$ cat src/rtl/mdu_iter_if.sv
// mdu_iter request/result bundle.
// Controller drives requests; the MDU returns busy/done and HI/LO.
interface mdu_iter_if;
  logic        start;
  logic [2:0]  MDUOp;
  logic [31:0] A;
  logic [31:0] B;
  logic        busy;
  logic        done;
  logic [31:0] HI;
  logic [31:0] LO;

  modport master (
    output start, MDUOp, A, B,
    input  busy, done, HI, LO
  );

  modport slave (
    input  start, MDUOp, A, B,
    output busy, done, HI, LO
  );
endinterface

$ cat src/rtl/mdu_iter.sv
// Iterative multiply/divide unit with HI/LO registers.
// Optional MADD/MADDU accumulate path enabled by macro MDU_MADD_EN.
module mdu_iter #(
  parameter int unsigned MUL_CYCLES = 5
) (
  input logic        clk,
  input logic        reset,
  mdu_iter_if.slave  bus
);

  localparam int unsigned DIV_CYCLES = 33;
  localparam logic [4:0] MUL_LD = 5'(MUL_CYCLES - 1);
  localparam logic [4:0] DIV_LD = 5'(DIV_CYCLES - 2);

  typedef enum logic [1:0] {
    IDLE,
    MUL,
    DIV,
    FIX
  } state_t;

  state_t      state;
  state_t      state_nxt;
  logic [4:0]  cnt;
  logic [63:0] prod;
  logic        madd;
  logic [31:0] quo;
  logic [31:0] dsr;
  logic [31:0] rem;
  logic        neg_q;
  logic        neg_r;
  logic        dz;
  logic        done_q;
  logic [31:0] hi;
  logic [31:0] lo;

  logic        is_mul;
  logic        is_div;
  logic        is_mt;
  logic        is_madd;
  logic        signed_op;
  logic        accept;
  logic        mul_commit;
  logic [63:0] mul_a;
  logic [63:0] mul_b;
  logic [31:0] abs_a;
  logic [31:0] abs_b;
  logic [32:0] rem_sh;
  logic        ge;
  logic [31:0] rem_nx;
  logic [31:0] quo_nx;
  logic [31:0] q_fix;
  logic [31:0] r_fix;

  // Opcode decode; 11x only means something with the accumulate path.
  always_comb begin
    is_mul  = 1'b0;
    is_div  = 1'b0;
    is_mt   = 1'b0;
    is_madd = 1'b0;
    unique case (1'b1)
      (bus.MDUOp[2:1] == 2'b00): is_mul = 1'b1;
      (bus.MDUOp[2:1] == 2'b01): is_div = 1'b1;
      (bus.MDUOp[2:1] == 2'b10): is_mt  = 1'b1;
      default: begin
`ifdef MDU_MADD_EN
        is_mul  = 1'b1;
        is_madd = 1'b1;
`else
        is_mul  = 1'b0;
        is_madd = 1'b0;
`endif
      end
    endcase
  end

  assign signed_op  = ~bus.MDUOp[0];
  assign accept     = bus.start && (state == IDLE);
  assign mul_commit = (state == MUL) && (cnt == 5'd0);

  assign mul_a = {{32{signed_op & bus.A[31]}}, bus.A};
  assign mul_b = {{32{signed_op & bus.B[31]}}, bus.B};
  assign abs_a = (signed_op & bus.A[31]) ? (~bus.A + 32'd1) : bus.A;
  assign abs_b = (signed_op & bus.B[31]) ? (~bus.B + 32'd1) : bus.B;

  // One restoring step: quotient register doubles as dividend shifter.
  assign rem_sh = {rem, quo[31]};
  assign ge     = rem_sh >= {1'b0, dsr};
  assign rem_nx = ge ? (rem_sh[31:0] - dsr) : rem_sh[31:0];
  assign quo_nx = {quo[30:0], ge};

  assign q_fix = neg_q ? (~quo + 32'd1) : quo;
  assign r_fix = neg_r ? (~rem + 32'd1) : rem;

  // State register.
  always_ff @(posedge clk or negedge reset) begin
    if (!reset) state <= IDLE;
    else        state <= state_nxt;
  end

  // Next-state logic.
  always_comb begin
    state_nxt = state;
    unique case (state)
      IDLE: begin
        if (accept && is_mul)      state_nxt = MUL;
        else if (accept && is_div) state_nxt = DIV;
      end
      MUL: if (cnt == 5'd0) state_nxt = IDLE;
      DIV: if (cnt == 5'd0) state_nxt = FIX;
      FIX: state_nxt = IDLE;
      default: state_nxt = IDLE;
    endcase
  end

  // Outputs: busy follows the registered state.
  always_comb begin
    bus.busy = (state != IDLE);
    bus.done = done_q;
    bus.HI   = hi;
    bus.LO   = lo;
  end

  // Datapath, counter, HI/LO and done pulse.
  always_ff @(posedge clk or negedge reset) begin
    if (!reset) begin
      cnt    <= '0;
      prod   <= '0;
      madd   <= 1'b0;
      quo    <= '0;
      dsr    <= '0;
      rem    <= '0;
      neg_q  <= 1'b0;
      neg_r  <= 1'b0;
      dz     <= 1'b0;
      done_q <= 1'b0;
      hi     <= '0;
      lo     <= '0;
    end else begin
      done_q <= 1'b0;
      if (accept && is_mt) begin
        if (bus.MDUOp[0]) lo <= bus.A;
        else              hi <= bus.A;
      end
      if (accept && is_mul) begin
        prod <= mul_a * mul_b;
        madd <= is_madd;
        cnt  <= MUL_LD;
      end else if (accept && is_div) begin
        quo   <= abs_a;
        dsr   <= abs_b;
        rem   <= '0;
        neg_q <= signed_op & (bus.A[31] ^ bus.B[31]);
        neg_r <= signed_op & bus.A[31];
        dz    <= (bus.B == 32'd0);
        cnt   <= DIV_LD;
      end else if (cnt != 5'd0) begin
        cnt <= cnt - 5'd1;
      end
      if (state == DIV) begin
        rem <= rem_nx;
        quo <= quo_nx;
      end
      if (mul_commit) begin
        {hi, lo} <= madd ? ({hi, lo} + prod) : prod;
        done_q   <= 1'b1;
      end
      if (state == FIX) begin
        if (!dz) begin
          lo <= q_fix;
          hi <= r_fix;
        end
        done_q <= 1'b1;
      end
    end
  end

endmodule
$ cat src/flat_wrapper.sv
// flat-port wrapper written by rule: the top's interface ports become plain ports
module mdu_iter_flat 
#(
  parameter int unsigned MUL_CYCLES = 5
)
  (clk, reset, bus_start, bus_MDUOp, bus_A, bus_B, bus_busy, bus_done, bus_HI, bus_LO);
  mdu_iter_if bus_i ();
  input logic clk;
  input logic reset;
  input wire logic [$bits(bus_i.start)-1:0] bus_start;
  input wire logic [$bits(bus_i.MDUOp)-1:0] bus_MDUOp;
  input wire logic [$bits(bus_i.A)-1:0] bus_A;
  input wire logic [$bits(bus_i.B)-1:0] bus_B;
  output wire logic [$bits(bus_i.busy)-1:0] bus_busy;
  output wire logic [$bits(bus_i.done)-1:0] bus_done;
  output wire logic [$bits(bus_i.HI)-1:0] bus_HI;
  output wire logic [$bits(bus_i.LO)-1:0] bus_LO;
  assign bus_i.start = bus_start;
  assign bus_i.MDUOp = bus_MDUOp;
  assign bus_i.A = bus_A;
  assign bus_i.B = bus_B;
  assign bus_busy = bus_i.busy;
  assign bus_done = bus_i.done;
  assign bus_HI = bus_i.HI;
  assign bus_LO = bus_i.LO;
  mdu_iter #(.MUL_CYCLES(MUL_CYCLES)) u_core (.clk(clk), .reset(reset), .bus(bus_i));
endmodule
$ cat config.mk
export PLATFORM = sky130hd
export DESIGN_NAME = mdu_iter_flat
export DESIGN_NICKNAME = d
export VERILOG_FILES = /design/src/rtl/mdu_iter_if.sv /design/src/rtl/mdu_iter.sv /design/src/flat_wrapper.sv
export SDC_FILE = /design/constraint.sdc
export NUM_CORES = 2
export LEC_CHECK = 0
export ABC_AREA = 0
export ABC_CLOCK_PERIOD_IN_PS = 7150
export CORE_ASPECT_RATIO = 1.1
export CORE_MARGIN = 10
export CORE_UTILIZATION = 55
export DETAILED_ROUTE_END_ITERATION = 7
export PLACE_DENSITY_LB_ADDON = 0.15
export SKIP_CTS_REPAIR_TIMING = 1
export SYNTH_ARGS = -nofsm -noshare
export SYNTH_HDL_FRONTEND = slang
export SYNTH_SLANG_ARGS = --single-unit
$ cat constraint.sdc
create_clock -name clk -period 7.15 [get_ports clk]
set_input_delay 1.0725 -clock clk [delete_from_list [all_inputs] [get_ports clk]]
set_output_delay 1.0725 -clock clk [all_outputs]
set_load 0.005 [all_outputs]
==> impl_metrics.toml <==
[setup_path]
path_class = "input port to register"
reg2reg_slack_ns = 3.12
required_ns = 7.60
worst-path-buf-inv = 9
critical-path-slowest-cell = "fa_2"
critPathLaunchType = "input port"
slowest_delay_ns = 0.59
crit_family = "adder cells"
end_kind = "register"
path_max_fanout = 7
arrival_ns = 8.44

[hold_path]
hold_class = "input port to async pin"

[synth]
synthArstFlopShare_pct = 100.0
ys_seq_elements = 235
synth_cell_types = 74
yosysTopAreaCell = "fa_1"
synthCells = 5906
syn_avg_cell_area_sq_um = 8.881
synthTopCellsByArea = "fa_1 43%, dfrtp_1 11%, inv_1 8.3%, nand2_1 7.3%, ha_1 6.0%"
synth_ff_type = "dfrtp_1"
ys_seq_area_share_pct = 11.21
synth_edf_count = 0
syn_area_sq_um = 52450
syn_nets = 7352
ys_warn_count = 0
netlist.area_leader.share_pct = 42.97

[global_route]
grt_antenna_before_repair = 10
overflow = 0
grt_first_pass_wirelength_um = 257700
grt_pass1_vias = 44980
grt_use_total_pct = 30.88
grt_start_max_net_pins = 165

[route]
drt-wirelength-per-cell_um = 22.33
routed.top_layer = "met4"
antenna_left = 0
met2_length_um = 85780
drc_errors = 0
met3_length_um = 10380
viasPerCell = 5.563
met1_length_um = 62390
drtIter0Drc = 3453
vias = 42340
drtPass1Iterations = 5
routed_wl_um = 169900

[timing]
fmax_mhz = 125.2
setup_viol_count_final = 39
period_share_pct = 111.7
period_minus_slack_ns = 7.984
clock_skew_ns = 0.01739
setup_ws_ns = -0.8343
max-slew-margin-rel_pct = 8.336
maxSlewViolCount = 0
rsz0062_at_grt = "true"
worst_pin_slew_ns = 1.371
hold_violations = 0

[cells_and_area]
final_common_cell = "inv_1"
fin_cells = 7611
nets = 7770
fill_cells = 7776
drive_gt1_share_pct = 15.50
syn_to_final_growth_pct = 18.26
layout_common_cells = "1127 x inv_1, 1108 x fa_1, 1000 x nand2_1"

[placed_design]
port_buffers = 135
dp_slack_ns = -1.857
place_inst = 7498
gp_congestion = 0.9428
hpwl_um = 136900

[die]
die_x_um = 314.5
top_level_ports = 136
die_y_um = 343.9
num_rows = 118
die-area_sq_um = 108100
core_sq_um = 94340
initial_utilization_pct = 55.60

[clocking]
clkLatencyLatePin_ns = 0.56
cts_buffers = 24
htreeDepth = 1
cts_max_path_buffers = 3
cts_tree = "built"
clk_pin_slew_worst_paths_ns = 0.07
clkSinkCount = 235
clockRootBuffer = "clkbuf_16"

[status]
violations = "negative setup slack"
status = "complete, but fails checks"

[flow_run]
drv_cap = 0
==> synthesized netlist by cell type (all sizes together), types with 29 or more instances <==
| master | number |
|---|---|
| clkbuf | 310 |
| dfrtp | 235 |
| nor2 | 168 |
| and2 | 369 |
| or3 | 29 |
| o21ai | 267 |
| buf | 65 |
| o211ai | 77 |
| ha | 250 |
| a31oi | 32 |
| a21o | 45 |
| nor3 | 33 |
| o31ai | 35 |
| xor2 | 112 |
| nand2 | 1015 |
| xnor2 | 107 |
| a21oi | 141 |
| mux2i | 79 |
| fa | 1126 |
| inv | 1165 |
==> sequential cells by signal, indices dropped and copies added, names as in the netlist <==
signal           count
u_core.bus.HI       32
u_core.bus.LO       32
u_core.bus.done      1
u_core.cnt           5
u_core.dsr          32
u_core.dz            1
u_core.neg_q         1
u_core.neg_r         1
u_core.prod         64
u_core.quo          32
u_core.rem          32
u_core.state         2
==> worst paths after layout <==
| kind | startpoint | end | cells after the start |
|---|---|---|---|
| worst min register to register | u_core.dsr[28] | u_core.dsr[28] | 2 |
| worst max-delay path | bus_A[31] | u_core.prod[59] | 30 |
| min in group clk | u_core.dsr[28] | u_core.dsr[28] | 2 |
| worst max register to register | u_core.rem[18] | u_core.rem[17] | 11 |
| worst min-delay path | reset | u_core.rem[23] | 1 |
| max in group asynchronous | reset | u_core.bus.HI[31] | 2 |
==> stage by stage <==
stage / area, sq um / hold WS [ns] / setup TNS [ns] / util (%)
finish: 62030 / 0.4800 / -17.87 / 65.75
global route: 62020 / 0.5034 / -25.69 / 65.74
CTS: 60170 / 0.4853 / -37.03 / 63.78
detailed placement: 59320 / 0.4708 / -64.46 / 62.88
global placement: 59320 / 0.4598 / -62.68 / 62.88
floorplan: 53380 / 0.4462 / -25.77 / -
==> worst reg2reg max path, delay by kind of cell (launching register included) <==
| kind | cells | cell delay [ns] |
|---|---|---|
| AND/OR/NAND/NOR | 6 | 1.83 |
| AO/OA/AOI/OAI | 3 | 0.65 |
| buffers and inverters | 1 | 0.53 |
| flip-flops | 1 | 0.50 |
| adder cells (fa/ha/maj) | 1 | 0.44 |
==> routing by layer <==
metal,track usage [%],vias up
met1,37.94,21730
met2,54.59,1576
li1,-,18630
met5,0,-
met4,14.94,0
met3,2.604,401
==> logic make-up after synthesis <==
family,synth area share [%]
AO/OA/AOI/OAI,8.008
multiplexers,1.572
flip-flops,11.21
XOR/XNOR,3.657
buffers and inverters,11.13
adder cells (fa/ha/maj),48.94
AND/OR/NAND/NOR,15.49
==> area by class of cell <==
type                            instances  area (sq um)  area share (%)
Antenna cell                            9         22.52         0.03631
Clock buffer                           26         639.4           1.031
Clock inverter                         18         211.5          0.3409
Inverter                             1166          4407           7.104
Multi-Input combinational cell       4129         42040           67.78
Sequential cell                       235          5881           9.480
Tap cell                             1260          1577           2.541
Timing Repair Buffer                  768          7251           11.69
Power is not shown: default switching activity piles up to over one toggle a cycle in this logic, so the estimate is an artifact.
